`config.mk`:
```
export PLATFORM = sky130hd
export DESIGN_NAME = uart_rx_reg_ctrl_flat
export DESIGN_NICKNAME = d
export VERILOG_FILES = /design/src/rtl/uart_rx_reg_ctrl_if.sv /design/src/rtl/uart_rx_reg_ctrl.sv /design/src/flat_wrapper.sv
export SDC_FILE = /design/constraint.sdc
export NUM_CORES = 1
export LEC_CHECK = 0
export CAP_MARGIN = 30
export CORE_MARGIN = 2
export CORE_UTILIZATION = 44
export DETAILED_ROUTE_END_ITERATION = 12
export PLACE_DENSITY_LB_ADDON = 0.1
export SYNTH_ARGS = -nofsm -noshare
export SYNTH_HDL_FRONTEND = slang
export SYNTH_SLANG_ARGS = --single-unit
export TNS_END_PERCENT = 5
```
`constraint.sdc`:
```
create_clock -name i_Clock -period 3.25 [get_ports i_Clock]
set_clock_uncertainty 0.1 [all_clocks]
set_input_delay 0.65 -clock i_Clock [delete_from_list [all_inputs] [get_ports i_Clock]]
set_output_delay 0.65 -clock i_Clock [all_outputs]
set_load 0.05 [all_outputs]
```
`src/rtl/uart_rx_reg_ctrl_if.sv`:
```
// Bundle between the UART byte stream, the frame controller and its register/status consumers.
// The receiver side drives rx_dv/rx_byte; the controller drives everything else.
interface uart_rx_reg_ctrl_if #(
  parameter int NUM_REGS = 4
);
  logic                    rx_dv;
  logic [7:0]              rx_byte;
  logic [8*NUM_REGS-1:0]   regs;
  logic                    wr_valid;
  logic [3:0]              wr_addr;
  logic [7:0]              wr_data;
  logic                    err;
  logic [1:0]              err_code;
  logic [7:0]              err_count;
  logic                    busy;

  modport master (
    output rx_dv, rx_byte,
    input  regs, wr_valid, wr_addr, wr_data, err, err_code, err_count, busy
  );

  modport slave (
    input  rx_dv, rx_byte,
    output regs, wr_valid, wr_addr, wr_data, err, err_code, err_count, busy
  );
endinterface

```
`src/rtl/uart_rx_reg_ctrl.sv`:
```
// Parses SYNC/ADDR/DATA/CHK write frames from a UART byte stream into a small register file,
// flagging bad checksums, out-of-range addresses and inter-byte timeouts.
module uart_rx_reg_ctrl #(
  parameter int          NUM_REGS     = 4,
  parameter logic [7:0]  SYNC_BYTE    = 8'hA5,
  parameter int          TIMEOUT_CLKS = 4340
) (
  input  logic               i_Clock,
  input  logic               i_Rst_L,
  uart_rx_reg_ctrl_if.slave  bus
);

  typedef enum logic [1:0] {
    IDLE,
    GET_ADDR,
    GET_DATA,
    GET_CHK
  } state_t;

  localparam logic [15:0] TMO_LAST = 16'(TIMEOUT_CLKS - 1);

  state_t        state_reg;
  logic [7:0]    addr_reg;
  logic [7:0]    data_reg;
  logic [15:0]   tmo_reg;
  logic          busy_reg;
  logic          wr_valid_reg;
  logic [3:0]    wr_addr_reg;
  logic [7:0]    wr_data_reg;
  logic          err_reg;
  logic [1:0]    err_code_reg;
  logic [7:0]    err_count_reg;
  logic [7:0]    regs_reg [NUM_REGS];
  logic [8*NUM_REGS-1:0] regs_flat;

  logic          in_frame;
  logic          tmo_hit;
  logic          chk_dv;
  logic          chk_bad;
  logic          addr_bad;
  logic          wr_fire;
  logic          err_fire;
  logic [1:0]    err_code_next;

  assign in_frame = (state_reg != IDLE);
  // A DV on the expiry cycle takes precedence, so the timeout only fires without one.
  assign tmo_hit  = in_frame && !bus.rx_dv && (tmo_reg == TMO_LAST);
  assign chk_dv   = (state_reg == GET_CHK) && bus.rx_dv;
  assign chk_bad  = (bus.rx_byte != (addr_reg ^ data_reg));
  assign addr_bad = (addr_reg >= 8'(NUM_REGS));
  assign wr_fire  = chk_dv && !chk_bad && !addr_bad;
  assign err_fire = tmo_hit || (chk_dv && (chk_bad || addr_bad));

  always_comb begin
    err_code_next = 2'b00;
    if (tmo_hit)
      err_code_next = 2'b11;
    else if (chk_bad)
      err_code_next = 2'b01;
    else
      err_code_next = 2'b10;
  end

  always_ff @(posedge i_Clock or negedge i_Rst_L) begin
    if (!i_Rst_L) begin
      state_reg     <= IDLE;
      addr_reg      <= 8'h00;
      data_reg      <= 8'h00;
      tmo_reg       <= 16'h0000;
      busy_reg      <= 1'b0;
      wr_valid_reg  <= 1'b0;
      wr_addr_reg   <= 4'h0;
      wr_data_reg   <= 8'h00;
      err_reg       <= 1'b0;
      err_code_reg  <= 2'b00;
      err_count_reg <= 8'h00;
    end else begin
      wr_valid_reg <= wr_fire;
      err_reg      <= err_fire;
      if (wr_fire) begin
        wr_addr_reg <= addr_reg[3:0];
        wr_data_reg <= data_reg;
      end
      if (err_fire) begin
        err_code_reg <= err_code_next;
        if (err_count_reg != 8'hFF)
          err_count_reg <= err_count_reg + 8'h01;
      end

      if (in_frame && !bus.rx_dv) begin
        if (tmo_hit) begin
          state_reg <= IDLE;
          busy_reg  <= 1'b0;
          tmo_reg   <= 16'h0000;
        end else begin
          tmo_reg <= tmo_reg + 16'h0001;
        end
      end

      if (bus.rx_dv) begin
        tmo_reg <= 16'h0000;
        case (state_reg)
          IDLE: begin
            if (bus.rx_byte == SYNC_BYTE) begin
              state_reg <= GET_ADDR;
              busy_reg  <= 1'b1;
            end
          end
          GET_ADDR: begin
            addr_reg  <= bus.rx_byte;
            state_reg <= GET_DATA;
          end
          GET_DATA: begin
            data_reg  <= bus.rx_byte;
            state_reg <= GET_CHK;
          end
          GET_CHK: begin
            state_reg <= IDLE;
            busy_reg  <= 1'b0;
          end
          default: begin
            state_reg <= IDLE;
            busy_reg  <= 1'b0;
          end
        endcase
      end
    end
  end

  always_ff @(posedge i_Clock or negedge i_Rst_L) begin
    if (!i_Rst_L) begin
      for (int i = 0; i < NUM_REGS; i++)
        regs_reg[i] <= 8'h00;
    end else begin
      for (int i = 0; i < NUM_REGS; i++)
        if (wr_fire && (addr_reg == 8'(i)))
          regs_reg[i] <= data_reg;
    end
  end

  generate
    for (genvar gi = 0; gi < NUM_REGS; gi++) begin : g_flat
      assign regs_flat[8*gi +: 8] = regs_reg[gi];
    end
  endgenerate

  assign bus.regs      = regs_flat;
  assign bus.wr_valid  = wr_valid_reg;
  assign bus.wr_addr   = wr_addr_reg;
  assign bus.wr_data   = wr_data_reg;
  assign bus.err       = err_reg;
  assign bus.err_code  = err_code_reg;
  assign bus.err_count = err_count_reg;
  assign bus.busy      = busy_reg;

endmodule

```
`src/flat_wrapper.sv`:
```
// flat-port wrapper written by rule: the top's interface ports become plain ports
module uart_rx_reg_ctrl_flat 
#(
  parameter int          NUM_REGS     = 4,
  parameter logic [7:0]  SYNC_BYTE    = 8'hA5,
  parameter int          TIMEOUT_CLKS = 4340
)
  (i_Clock, i_Rst_L, bus_rx_dv, bus_rx_byte, bus_regs, bus_wr_valid, bus_wr_addr, bus_wr_data, bus_err, bus_err_code, bus_err_count, bus_busy);
  uart_rx_reg_ctrl_if #(.NUM_REGS(NUM_REGS)) bus_i ();
  input  logic i_Clock;
  input  logic i_Rst_L;
  input wire logic [$bits(bus_i.rx_dv)-1:0] bus_rx_dv;
  input wire logic [$bits(bus_i.rx_byte)-1:0] bus_rx_byte;
  output wire logic [$bits(bus_i.regs)-1:0] bus_regs;
  output wire logic [$bits(bus_i.wr_valid)-1:0] bus_wr_valid;
  output wire logic [$bits(bus_i.wr_addr)-1:0] bus_wr_addr;
  output wire logic [$bits(bus_i.wr_data)-1:0] bus_wr_data;
  output wire logic [$bits(bus_i.err)-1:0] bus_err;
  output wire logic [$bits(bus_i.err_code)-1:0] bus_err_code;
  output wire logic [$bits(bus_i.err_count)-1:0] bus_err_count;
  output wire logic [$bits(bus_i.busy)-1:0] bus_busy;
  assign bus_i.rx_dv = bus_rx_dv;
  assign bus_i.rx_byte = bus_rx_byte;
  assign bus_regs = bus_i.regs;
  assign bus_wr_valid = bus_i.wr_valid;
  assign bus_wr_addr = bus_i.wr_addr;
  assign bus_wr_data = bus_i.wr_data;
  assign bus_err = bus_i.err;
  assign bus_err_code = bus_i.err_code;
  assign bus_err_count = bus_i.err_count;
  assign bus_busy = bus_i.busy;
  uart_rx_reg_ctrl #(.NUM_REGS(NUM_REGS), .SYNC_BYTE(SYNC_BYTE), .TIMEOUT_CLKS(TIMEOUT_CLKS)) u_core (.i_Clock(i_Clock), .i_Rst_L(i_Rst_L), .bus(bus_i));
endmodule
```
* Word-level counts from Yosys, hierarchy flattened
Cells that the tools add are included.
** Word-level totals
- Register bits after elaboration :: 91
- Input bits :: 11
- Output and inout bits :: 57
- Word-level logic and storage cells :: 66
** Cells by class
- $add $sub $neg :: 2
- Magnitude comparators :: 1
- Equality and inequality tests :: 10
- Muxes and demuxes :: 15
- Bitwise logic cells :: 1
- Reductions and logical operators :: 22
** Operators with widths (count)
- 16-bit 2-to-1 mux :: 3
- 16-bit by 1-bit adder with 16-bit output, second input constant :: 1
- 16-bit by 13-bit equality test with 1-bit output, second input constant :: 1
- 8-bit by 2-bit equality test with 1-bit output, second input constant :: 2
- 2-bit 2-to-1 mux :: 6
- 1-bit logical AND :: 10
- 8-bit by 1-bit adder with 8-bit output, second input constant :: 1
- 8-bit by 1-bit equality test with 1-bit output, second input constant :: 1
- 8-bit equality test, second input constant :: 1
- 8-bit by 3-bit greater-or-equal comparator with 1-bit output, second input constant :: 1
- 8-bit zero test :: 1
- 8-bit != test :: 1
- 8-bit != test, second input constant :: 1
- 2-bit one-hot mux with 4 select lines :: 1
- 8-bit bitwise XOR :: 1
- 2-bit AND reduction :: 3
- 2-bit equality test, second input constant :: 2
- 1-bit 2-to-1 mux :: 4
- 2-bit nonzero test :: 2
- 1-bit zero test :: 3
- 2-bit by 1-bit equality test with 1-bit output, second input constant :: 1
- 2-bit zero test :: 1
- 1-bit logical OR :: 2
- 1-bit one-hot mux with 2 select lines :: 1

* Longest topological paths before layout
Gate-level depths: netlist (run 1).
- Depth after elaboration :: 8
- Mapped depth :: 7
- Gate-level depth less buffers :: 6

* Least setup slack after synthesis (run 1)
No wires, ideal clock.
- Path kind :: input -> register
- Start point :: input bus_rx_byte[4]
- End point :: register u_core.regs_reg (netlist bit u_core.bus.regs[24])
- Data arrival time :: 2198 ps
- Path slack :: 825 ps
- Stages :: 6
- Path buffers :: 1
- Cell sequence :: xnor3_1 -> nand4_1 -> nor4_4 -> and3_1 -> buf_2 -> mux2_1
** Between the ends
- Cells in the longest elaborated chain, start to end :: 5
** Ends and longest elaborated chain
- from (decl) :: RTL line flat_wrapper.sv:13 : input wire logic [$bits(bus_i.rx_byte)-1:0] bus_rx_byte;
- 8-bit != test :: RTL line uart_rx_reg_ctrl.sv:49 : assign chk_bad = (bus.rx_byte != (addr_reg ^ data_reg));
- 1-bit zero test :: RTL line uart_rx_reg_ctrl.sv:51 : assign wr_fire = chk_dv && !chk_bad && !addr_bad;
- 1-bit logical AND (2 in series) :: RTL line uart_rx_reg_ctrl.sv:51
- 1-bit logical AND :: RTL line uart_rx_reg_ctrl.sv:136 : if (wr_fire && (addr_reg == 8'(i)))
- to (signal, indexed assignment) :: RTL line uart_rx_reg_ctrl.sv:137 : regs_reg[i] <= data_reg;
- to (decl) :: RTL line uart_rx_reg_ctrl.sv:33 : logic [7:0] regs_reg [NUM_REGS];
No other way between the ends.
A chain may end at the register's enable or synchronous reset.

* Worst setup path after layout (run 1)
- Start point :: input bus_rx_byte[1]
- End point :: register u_core.regs_reg (netlist bit u_core.bus.regs[25])
Same word-level chain as after synthesis.

==> impl_summary.txt, run 1 <==
----------------------------------------------------
[Setup path]
  Capture point of the worst reg-to-reg path ... u_core.bus.regs[25]$_DFFE_PN0P_
  Crit Path Max Fanout ... 8
  Gate family responsible for the most delay along the worst path ... simple AND/OR/NAND/NOR gates
  Setup crit end kind ... register
  Cell at the slowest stage of the critical path ... sky130_fd_sc_hd__nor4_4
  Data required time of the critical path ... 3.38 ns
  Critical path buffers and inverters ... 1
  Register-to-Register Setup Slack ... 0.63 ns
  Sequence of cells on the critical path ... clkdlybuf4s50_1 -> xnor3_1 -> nand4_1 -> nor4_4 -> and3_1 -> mux2_1
  Worst endpoint data arrival time ... 2.88 ns
  CP Launch Type ... input pin
  RR Startpoint ... u_core.data_reg[5]$_DFFE_PN0P_
  Count of cells along the worst register-to-register path ... 5
  Largest incremental delay on the critical path ... 0.49 ns
  Critical path class ... input pin to register

[Clock tree]
  Resized Gates After CTS ... 0
  Number of clock sinks ... 91
  Maximum level of the CTS H-tree ... 3
  Buffers inserted by post-CTS timing repair ... 0
  Clock tree from TritonCTS ... built
  Number of buffers on the longest clock path ... 2
  Inserted Clock Buffers ... 9
  Clock Pin Slew Worst Setup and Hold Paths ... 0.09 ns
  Worst skew pair latency ... 0.35 ns
  Cell chosen for the clock root ... sky130_fd_sc_hd__clkbuf_8
  Number of hold-repair buffers added at the cts stage ... 0

[Route]
  Number of violations reported at the end of detailed-routing iteration 0 ... 57
  Avg Vias per Cell ... 5.35
  Sum of routed wire length over all layers ... 8.44 mm
  Routed via count ... 2761
  DRC ... 0
  First-pass DRT Iterations ... 4
  Drt wl/cell ... 16.4 µm
  Count of nets left with antenna violations after detail routing ... 0

[STA]
  Pins over their slew limit ... 0
  Setup Viol. Count Final ... 0
  Final TNS setup ... 0 ns
  Max Fclk ... 364 MHz
  Number of hold violations in the final report ... 0
  RSZ-0062 raised after global routing ... no
  Post-route setup slack ... 0.500 ns
  Final Critical Period ... 2.75 ns
  Transition at the pin with the smallest max-transition slack ... 0.639 ns
  Slew headroom ... 0.574
  Final Cycle Share ... 0.846

[Logic synthesis]
  Synth Warn # ... 0
  Post-synthesis instance total ... 323
  Post-synthesis cell area ... 4160 µm²
  Distinct cell type count after synthesis ... 42
  Flip-flop and latch count after synthesis ... 91
  Fraction of the yosys area taken by sequential cells ... 0.548
  Post-Synthesis Net Count ... 340
  Post-synthesis average cell area ... 12.9 µm²

[Global route]
  Global route overflow ... 0
  Global Route Usage Sum ... 0.179
  Largest net degree at the start of global routing ... 50
  Number of global-route vias before repair ... 2788
  First-pass GRT wire length ... 14.2 mm
  Number of antenna violations at the first check in global routing ... 0

[Floorplan]
  Standard-cell row count ... 35
  Area of the core region ... 9200 µm²
  Die width ... 101 µm
  IO Pins ... 68
  Height of the die ... 101 µm
  Overall die area ... 10200 µm²
  Effective utilization at floorplan ... 0.452

[Placed design]
  Setup slack at placement ... 0.0928 ns
  Dpl hpwl ... 5.93 mm
  Count of placed standard cells including taps ... 500
  Cell area after placement ... 5000 µm²
  Number of port buffers ... 67
  Final Wtd Congestion ... 0.853

[Pwr]
  Leak Pwr ... 2.44 nW
  Total power density per cell area ... 620 nW/µm²
  Worst IR drop on VDD ... 0.000380 V

[Cells and area]
  Max reg flops ... 32
  Number of diodes ... 0
  Non-filler instance count after layout ... 516
  FF+latch area ... 2280 µm²
  Leading cell types in the layout, fill and taps excluded ... sky130_fd_sc_hd__dfrtp_1, sky130_fd_sc_hd__clkdlybuf4s50_1, sky130_fd_sc_hd__mux2_2
  Final instance area ... 5180 µm²
  Area growth, synth to finish ... 24.6%
  Multi-input combinational cell area ... 1790 µm²
  Leading cell type in the layout, fill and taps excluded ... sky130_fd_sc_hd__dfrtp_1
  Number of filler instances in the final layout ... 818
  Proportion of layout cells with a drive suffix above 1 ... 0.205
  NumNets Final ... 417

[Job]
  Number of max-capacitance violations reported ... 0

[Run status]
  Run status ... finished clean

[Min path]
  Path category of the worst min-delay check ... input pin to async pin

----------------------------------------------------
## report_power, final
| part | total, W | switching (W) | leakage (nW) | internal, W |
|---|---|---|---|---|
| Sequential | 0.00154 | 0.000246 | 1.22 | 0.00130 |
| Combinational | 0.000978 | 0.000459 | 1.14 | 0.000518 |
| Clock | 0.000693 | 0.000409 | 0.0755 | 0.000284 |
## per-stage QoR
stage,total power (W),hold WS [ns],utilization
after floorplan,0.00225,0.254,-
after global placement,0.00254,0.373,0.544
after detailed placement,0.00255,0.378,0.544
after CTS,0.00325,0.220,0.563
after global routing,0.00340,0.266,0.563
final,0.00321,0.211,0.563
## cells by family after synthesis
logic type / share of synthesized area
AOI/OAI and AO/OA: 0.0584
xor gates and xnor gates: 0.0602
adders and majority gates: 0.0181
buffers and inverters: 0.0214
DFF: 0.548
muxes: 0.182
and+or+nand+nor: 0.112
## worst register-to-register path: stages, from the launching register on
cell and delay [ns]:
sky130_fd_sc_hd__dfrtp_1 0.48, sky130_fd_sc_hd__xnor3_1 0.41, sky130_fd_sc_hd__nand4_1 0.21, sky130_fd_sc_hd__nor4_4 0.49
sky130_fd_sc_hd__and3_1 0.46, sky130_fd_sc_hd__mux2_1 0.36
## per-layer routing
layer / track usage / share of wire / up-vias / routed length, µm
li1: - / - / 1326 / -
met2: 0.279 / 0.47 / 56 / 3970
met1: 0.257 / 0.48 / 1372 / 4090
met3: 0.0311 / 0.037 / 7 / 310
met4: 0.0582 / 0.0084 / 0 / 71
met5: 0 / 0 / - / 0
## cell type report
type                            instances  share of cell area
Sequential cell                        91               0.440
Timing Repair Buffer                   76               0.144
Tap cell                              111              0.0268
Multi-Input combinational cell        209               0.346
Clock inverter                          6             0.00918
Inverter                               13             0.00942
Clock buffer                           10              0.0246
## Yosys cell counts
library cell	instances	area, µm²
sky130_fd_sc_hd__and4_1	1	8.76
sky130_fd_sc_hd__nor2b_1	2	12.5
sky130_fd_sc_hd__o211ai_1	1	7.51
sky130_fd_sc_hd__nor4bb_1	1	10.0
sky130_fd_sc_hd__mux2_1	8	90.1
sky130_fd_sc_hd__ha_1	6	75.1
sky130_fd_sc_hd__nor3_1	2	10.0
sky130_fd_sc_hd__dfrtp_1	91	2280
sky130_fd_sc_hd__and2_1	3	18.8
sky130_fd_sc_hd__a21oi_1	14	70.1
sky130_fd_sc_hd__a31oi_1	3	18.8
sky130_fd_sc_hd__o22ai_1	1	6.26
sky130_fd_sc_hd__xnor3_1	8	180
sky130_fd_sc_hd__nor3b_1	1	7.51
sky130_fd_sc_hd__mux2i_1	7	70.1
sky130_fd_sc_hd__nand2_1	23	86.3
sky130_fd_sc_hd__inv_1	13	48.8
sky130_fd_sc_hd__a32oi_1	1	8.76
sky130_fd_sc_hd__nand4b_1	1	8.76
sky130_fd_sc_hd__nand3b_1	1	7.51
sky130_fd_sc_hd__nor4_1	2	12.5
sky130_fd_sc_hd__a2111oi_0	1	8.76
sky130_fd_sc_hd__or4b_1	1	10.0
sky130_fd_sc_hd__a21o_1	1	7.51
sky130_fd_sc_hd__mux2_2	53	597
sky130_fd_sc_hd__buf_2	2	10.0
sky130_fd_sc_hd__nor2_1	8	30.0
sky130_fd_sc_hd__nand2b_1	2	12.5
sky130_fd_sc_hd__nand3_1	14	70.1
sky130_fd_sc_hd__xnor2_1	1	8.76
sky130_fd_sc_hd__o21ai_0	5	25.0
sky130_fd_sc_hd__a22o_1	4	35.0
sky130_fd_sc_hd__o31ai_2	1	12.5
sky130_fd_sc_hd__nor4_4	1	21.3
sky130_fd_sc_hd__and3_1	10	62.6
sky130_fd_sc_hd__a211oi_1	4	30.0
sky130_fd_sc_hd__or4bb_1	2	22.5
sky130_fd_sc_hd__nand3b_2	2	22.5
sky130_fd_sc_hd__nand4_1	5	31.3
sky130_fd_sc_hd__xor2_1	7	61.3
sky130_fd_sc_hd__clkbuf_1	8	30.0
sky130_fd_sc_hd__a211oi_2	1	12.5
## worst max path at each step
stage | depth (start not counted) | end | from
2_1_floorplan | 6 | u_core.bus.regs[24]$_DFFE_PN0P_ | bus_rx_byte[4]
3_3_place_gp | 6 | u_core.bus.regs[27]$_DFFE_PN0P_ | bus_rx_byte[1]
3_5_place_dp | 6 | u_core.bus.regs[30]$_DFFE_PN0P_ | bus_rx_byte[5]
4_1_cts | 6 | u_core.bus.regs[25]$_DFFE_PN0P_ | bus_rx_byte[5]
5_1_grt | 6 | u_core.bus.regs[28]$_DFFE_PN0P_ | bus_rx_byte[1]
6_report | 6 | u_core.bus.regs[25]$_DFFE_PN0P_ | bus_rx_byte[1]
Power figures use the tool's default switching activity.
==> run 2: changes to the inputs <==
- clock period: 3.25 -> 2.37 ns (I/O delays scaled with it)
==> run 2 against run 1 <==
Routed wire length increased by 2.5%. Final area increased by 5.6%. Clock power increased by 39%. Critical path type unchanged. Critical endpoint is now u_core.bus.regs[28]$_DFFE_PN0P_.
==> impl_summary.txt, run 2 (synthesis results as in run 1) <==
----------------------------------------------------
[Job]
  Number of max-capacitance violations reported ... 0 (unchanged)

[Setup path]
  Crit Path Max Fanout ... 8 (unchanged)
  Capture point of the worst reg-to-reg path ... u_core.bus.regs[28]$_DFFE_PN0P_
  Data required time of the critical path ... 2.50 ns (-0.88 ns)
  Sequence of cells on the critical path ... clkdlybuf4s50_1 -> xnor3_1 -> nand4_1 -> nor4_4 -> and3_1 -> buf_12 -> mux2_1
  Critical path class ... input pin to register
  Largest incremental delay on the critical path ... 0.44 ns (-0.05 ns)
  Setup crit end kind ... register
  Register-to-Register Setup Slack ... 0.15 ns (-0.48 ns)
  Worst endpoint data arrival time ... 2.38 ns (-0.50 ns)
  RR Startpoint ... u_core.data_reg[7]$_DFFE_PN0P_
  Count of cells along the worst register-to-register path ... 6 (+1)
  CP Launch Type ... input pin
  Cell at the slowest stage of the critical path ... sky130_fd_sc_hd__clkdlybuf4s50_1

[Cells and area]
  Proportion of layout cells with a drive suffix above 1 ... 0.263 (+0.0582)
  Number of diodes ... 0 (unchanged)
  Number of filler instances in the final layout ... 755 (-7.7%)
  Share of the core filled with cells in the final layout ... 0.594 (+0.0313)
  Max reg flops ... 32 (unchanged)
  FF+latch area ... 2280 µm² (unchanged)
  NumNets Final ... 449 (+7.7%)
  Multi-input combinational cell area ... 1820 µm² (+1.8%)
  Leading cell types in the layout, fill and taps excluded ... sky130_fd_sc_hd__dfrtp_1, sky130_fd_sc_hd__clkdlybuf4s50_1, sky130_fd_sc_hd__mux2_2
  Non-filler instance count after layout ... 548 (+6.2%)
  Area growth, synth to finish ... 31.5%
  Leading cell type in the layout, fill and taps excluded ... sky130_fd_sc_hd__dfrtp_1

[Clock tree]
  Maximum level of the CTS H-tree ... 3 (unchanged)
  Clock Pin Slew Worst Setup and Hold Paths ... 0.09 ns (about the same)
  Clock tree from TritonCTS ... built
  Number of clock sinks ... 91 (unchanged)
  Number of buffers on the longest clock path ... 2 (unchanged)
  Worst skew pair latency ... 0.35 ns (about the same)
  Cell chosen for the clock root ... sky130_fd_sc_hd__clkbuf_8
  Inserted Clock Buffers ... 9 (unchanged)

[Min path]
  Worst min-delay path endpoint ... u_core.tmo_reg[9]$_DFFE_PN0P_
  Number of cells on the worst hold path ... 1
  Hold Crit Start ... u_core.tmo_reg[9]$_DFFE_PN0P_
  Path category of the worst min-delay check ... register to register

[Floorplan]
  IO Pins ... 68 (unchanged)
  Area of the core region ... 9200 µm² (unchanged)
  Die width ... 101 µm (unchanged)
  Height of the die ... 101 µm (unchanged)
  Overall die area ... 10200 µm² (unchanged)
  Standard-cell row count ... 35 (unchanged)
  Effective utilization at floorplan ... 0.452 (unchanged)

[STA]
  Setup Viol. Count Final ... 0 (unchanged)
  Max Fclk ... 445 MHz
  Final Critical Period ... 2.25 ns
  Pins over their slew limit ... 0 (unchanged)
  Final Cycle Share ... 0.948
  RSZ-0062 raised after global routing ... yes
  Transition at the pin with the smallest max-transition slack ... 0.510 ns (-0.130 ns)
  Slew headroom ... 0.651 (+0.0778)
  Number of hold violations in the final report ... 0 (unchanged)

[Route]
  Routed via count ... 2867 (+3.8%)
  Drt wl/cell ... 15.8 µm (-3.5%)
  Avg Vias per Cell ... 5.23 (-2.2%)
  Sum of routed wire length over all layers ... 8.65 mm (+2.5%)
  First-pass DRT Iterations ... 4 (unchanged)
  Count of nets left with antenna violations after detail routing ... 0 (unchanged)
  DRC ... 0 (unchanged)
  Number of violations reported at the end of detailed-routing iteration 0 ... 95 (+67%)

[Placed design]
  Count of placed standard cells including taps ... 531 (+6.2%)
  Dpl hpwl ... 6.31 mm (+6.3%)
  Final Wtd Congestion ... 0.842 (-1.3%)
  Number of port buffers ... 67 (unchanged)

[Pwr]
  Worst IR drop on VDD ... 0.000482 V (+27%)
  Overall Power ... 0.00465 W (+45%)
  Leak Pwr ... 2.64 nW (+8.3%)
  Total power density per cell area ... 851 nW/µm² (+37%)

[Run status]
  Run status ... finished clean

[Global route]
  First-pass GRT wire length ... 14.6 mm (+2.3%)
  Global Route Usage Sum ... 0.182 (+0.00312)
  Number of antenna violations at the first check in global routing ... 0 (unchanged)
  Number of global-route vias before repair ... 2861 (+2.6%)
  Largest net degree at the start of global routing ... 43 (-14%)
  Global route overflow ... 0 (unchanged)

----------------------------------------------------
run 2: repair_timing:
| action | in CTS | in global routing |
|---|---|---|
| buffers inserted | 0 | 0 |
| hold endpoints to repair | 31 | 0 |
| endpoints found under the setup margin | 1 | 40 |
| hold buffers | 1 | 0 |
| resized for setup | 0 | 4 |
| pin swaps | 0 | 1 |
run 2: layout make-up:
type | count | area share
Sequential cell | 91 | 0.417
Clock inverter | 6 | 0.00870
Multi-Input combinational cell | 209 | 0.333
Clock buffer | 10 | 0.0233
Tap cell | 111 | 0.0254
Timing Repair Buffer | 108 | 0.184
Inverter | 13 | 0.00893
run 2: metal layers:
| metal | vias up | GRT usage | wire length [µm] |
|---|---|---|---|
| met5 | - | 0 | 0 |
| met2 | 75 | 0.284 | 3980 |
| met3 | 12 | 0.0352 | 350 |
| met4 | 0 | 0.0593 | 103 |
| li1 | 1380 | - | - |
| met1 | 1400 | 0.259 | 4210 |
run 2: where the power goes:
part	total (W)	internal, W	switching [W]
sequential	0.00199	0.00178	0.000207
combinational	0.00170	0.000883	0.000817
clock	0.000965	0.000395	0.000570
run 2: per-stage QoR:
| stage | hold slack [ns] | instance area (µm²) | worst slack (ns) | TNS, ns |
|---|---|---|---|---|
| floorplan | 0.0784 | 4160 | 0.00706 | 0 |
| global placement | 0.363 | 5250 | -0.340 | -12.58 |
| detailed placement | 0.356 | 5250 | -0.376 | -14.67 |
| CTS | 0.395 | 5430 | -0.00351 | -0.00351 |
| global route | 0.411 | 5470 | -0.00358 | -0.00703 |
| finish | 0.392 | 5470 | 0.123 | 0 |
run 2: worst max-delay path by stage:
| stage | from | to | depth (start not counted) |
|---|---|---|---|
| 4_1_cts | bus_rx_byte[5] | u_core.bus.regs[14]$_DFFE_PN0P_ | 7 |
| 3_5_place_dp | bus_rx_byte[5] | u_core.bus.regs[14]$_DFFE_PN0P_ | 7 |
| 3_3_place_gp | bus_rx_byte[5] | u_core.bus.regs[22]$_DFFE_PN0P_ | 7 |
| 5_1_grt | u_core.data_reg[7]$_DFFE_PN0P_ | u_core.bus.regs[14]$_DFFE_PN0P_ | 6 |
| 6_report | bus_rx_byte[7] | u_core.bus.regs[28]$_DFFE_PN0P_ | 7 |
| 2_1_floorplan | u_core.addr_reg[1]$_DFFE_PN0P_ | u_core.bus.regs[24]$_DFFE_PN0P_ | 7 |
run 2: critical path, delay by kind of cell:
kind,cells,cell delay (ns)
buf+inv,2,0.58
xor+xnor,1,0.23
simple gates,3,0.77
mux,1,0.31
==> run 3: changes to the inputs <==
- CORE_ASPECT_RATIO: default -> 2
- MAX_ROUTING_LAYER: default -> met4
==> run 3 against run 2 <==
Worst hold slack worse by 0.0039 ns. Largest power group unchanged. Cell count rose by 0.36%. Register-to-register slack worse by 0.08 ns. Sequential share of layout area fell by 1.5 points. Routed wire length rose by 6.5%. Critical endpoint is now u_core.bus.regs[13]$_DFFE_PN0P_.
==> impl_summary.txt, run 3 (synthesis results as in run 1) <==
----------------------------------------------------
[STA]
  Final Critical Period ... 2.30 ns (+0.0509 ns)
  Transition at the pin with the smallest max-transition slack ... 0.509 ns (-0.000324 ns)
  Number of hold violations in the final report ... 0 (unchanged)
  Final TNS setup ... 0 ns (unchanged)
  Pins over their slew limit ... 0 (unchanged)
  Max Fclk ... 435 MHz (-2.2%)
  Slew headroom ... 0.659 (+0.00794)
  Setup Viol. Count Final ... 0 (unchanged)
  Final Cycle Share ... 0.970 (+0.0215)

[Cells and area]
  Leading cell type in the layout, fill and taps excluded ... sky130_fd_sc_hd__dfrtp_1
  Multi-input combinational cell area ... 1810 µm² (-0.48%)
  FF+latch area ... 2280 µm² (+0.11%)
  Number of diodes ... 0 (unchanged)
  NumNets Final ... 458 (+2.0%)
  Max reg flops ... 32 (unchanged)
  Number of filler instances in the final layout ... 765 (+1.3%)
  Non-filler instance count after layout ... 550 (+0.36%)
  Leading cell types in the layout, fill and taps excluded ... sky130_fd_sc_hd__dfrtp_1, sky130_fd_sc_hd__clkdlybuf4s50_1, sky130_fd_sc_hd__mux2_2
  Proportion of layout cells with a drive suffix above 1 ... 0.287 (+0.0238)
  Area growth, synth to finish ... 36.7%

[Pwr]
  Worst IR drop on VDD ... 0.000547 V (+13%)
  Leak Pwr ... 2.76 nW (+4.4%)
  Total power density per cell area ... 907 nW/µm² (+6.5%)
  Overall Power ... 0.00515 W (+11%)

[Clock tree]
  Clock tree from TritonCTS ... built
  Clock Pin Slew Worst Setup and Hold Paths ... 0.07 ns (-0.02 ns)
  Worst skew pair latency ... 0.34 ns (about the same)
  Inserted Clock Buffers ... 9 (unchanged)
  Number of buffers on the longest clock path ... 2 (unchanged)
  Number of clock sinks ... 91 (unchanged)
  Cell chosen for the clock root ... sky130_fd_sc_hd__clkbuf_16
  Maximum level of the CTS H-tree ... 3 (unchanged)

[Floorplan]
  Die width ... 72.7 µm (-28%)
  Effective utilization at floorplan ... 0.449 (-0.00305)
  Standard-cell row count ... 50 (+43%)
  Overall die area ... 10300 µm² (+0.46%)
  Area of the core region ... 9260 µm² (+0.68%)
  Height of the die ... 141 µm (+40%)
  IO Pins ... 68 (unchanged)

[Placed design]
  Final Wtd Congestion ... 0.871 (+3.5%)
  Dpl hpwl ... 6.90 mm (+9.3%)
  Count of placed standard cells including taps ... 532 (+0.19%)
  Number of port buffers ... 67 (unchanged)

[Setup path]
  Critical path class ... register to register
  Capture point of the worst reg-to-reg path ... u_core.bus.regs[13]$_DFFE_PN0P_
  Register-to-Register Setup Slack ... 0.07 ns (-0.08 ns)
  CP Launch Type ... register
  RR Startpoint ... u_core.addr_reg[5]$_DFFE_PN0P_
  Worst endpoint data arrival time ... 2.42 ns (+0.04 ns)
  Crit Path Max Fanout ... 4 (-4)
  Data required time of the critical path ... 2.49 ns (about the same)
  Count of cells along the worst register-to-register path ... 8 (+2)
  Setup crit end kind ... register
  Setup crit start ... u_core.addr_reg[5]$_DFFE_PN0P_
  End of the critical path ... u_core.bus.regs[13]$_DFFE_PN0P_

[Global route]
  Global Route Usage Sum ... 0.197 (+0.0145)
  Largest net degree at the start of global routing ... 56 (+30%)
  Number of antenna violations at the first check in global routing ... 0 (unchanged)
  Number of global-route vias before repair ... 2977 (+4.1%)
  First-pass GRT wire length ... 14.8 mm (+1.9%)
  Global route overflow ... 0 (unchanged)

[Route]
  Sum of routed wire length over all layers ... 9.21 mm (+6.5%)
  DRC ... 0 (unchanged)
  Count of nets left with antenna violations after detail routing ... 0 (unchanged)
  Drt wl/cell ... 16.7 µm (+6.1%)
  First-pass DRT Iterations ... 4 (unchanged)
  Avg Vias per Cell ... 5.30 (+1.3%)
  Routed via count ... 2916 (+1.7%)
  Number of violations reported at the end of detailed-routing iteration 0 ... 173 (+82%)

[Job]
  Number of max-capacitance violations reported ... 0 (unchanged)

[Run status]
  Run status ... finished clean

[Min path]
  Path category of the worst min-delay check ... register to register

----------------------------------------------------
## run 3: cell types whose count changed in the layout (fill, tap and decap cells not counted), sizes merged
cell,before,now
inv,17,13
bufinv,0,1
clkinv,1,5
clkdlybuf4s50,66,60
dlygate4sd2,0,2
dlymetal6s2s,0,4
clkinvlp,1,0
buf,41,50
## run 3: through the flow
| stage | hold WS [ns] | utilization | setup WS [ns] | area [µm²] |
|---|---|---|---|---|
| after CTS | 0.389 | 0.609 | 0.00240 | 5640 |
| final | 0.388 | 0.614 | 0.0721 | 5680 |
| after global placement | 0.284 | 0.575 | -0.407 | 5330 |
| after global routing | 0.399 | 0.614 | -0.0204 | 5680 |
| after floorplan | 0.0784 | - | 0.00706 | 4160 |
| after detailed placement | 0.287 | 0.575 | -0.422 | 5330 |
## run 3: power by group
group / switching [W] / internal, W
Combinational: 0.000824 / 0.000893
Sequential: 0.000235 / 0.00179
Clock: 0.000595 / 0.000819
Total: 0.00165 / 0.00350
## run 3: repair_timing
item,CTS,global route
endpoints found under the hold margin,19,0
hold buffers,1,0
buffers inserted,0,1
gates resized for setup,4,12
endpoints found under the setup margin,33,39
pin swaps,2,6
## run 3: how the worst min path moves through the flow
stage | from | endpoint | slack (ns) | cells past startpoint
finish | u_core.bus.err_count[4]$_DFFE_PN0P_ | u_core.bus.err_count[4]$_DFFE_PN0P_ | 0.39 | 1
global route | u_core.bus.regs[26]$_DFFE_PN0P_ | u_core.bus.regs[26]$_DFFE_PN0P_ | 0.40 | 1
CTS | u_core.bus.err_count[4]$_DFFE_PN0P_ | u_core.bus.err_count[4]$_DFFE_PN0P_ | 0.39 | 1
detailed placement | i_Rst_L | u_core.bus.regs[29]$_DFFE_PN0P_ | 0.29 | 1
global placement | i_Rst_L | u_core.bus.regs[29]$_DFFE_PN0P_ | 0.28 | 1
floorplan | i_Rst_L | async pin | 0.08 | 0
## run 3: area by class of cell
cell class / count / area share
clock buffers: 10 / 0.0403
clock inverters: 6 / 0.0117
inverters: 13 / 0.00859
multi-input cells: 209 / 0.319
flip-flops and latches: 91 / 0.401
well taps: 104 / 0.0229
repair buffers: 117 / 0.196
## run 3: critical path, cell delays in order, from the launching register on
cell and delay, ns:
sky130_fd_sc_hd__dfrtp_2 0.45, sky130_fd_sc_hd__xnor3_1 0.28, sky130_fd_sc_hd__nand4_1 0.10, sky130_fd_sc_hd__buf_4 0.17, sky130_fd_sc_hd__nor4_4 0.35, sky130_fd_sc_hd__buf_4 0.20
sky130_fd_sc_hd__nand3b_2 0.10, sky130_fd_sc_hd__buf_4 0.17, sky130_fd_sc_hd__mux2_2 0.26
## run 3: layer usage
layer | GRT usage | wire [µm]
met1 | 0.213 | 3560
met2 | 0.351 | 5190
met3 | 0.0234 | 245
met4 | 0.0867 | 225
met5 | - | 0
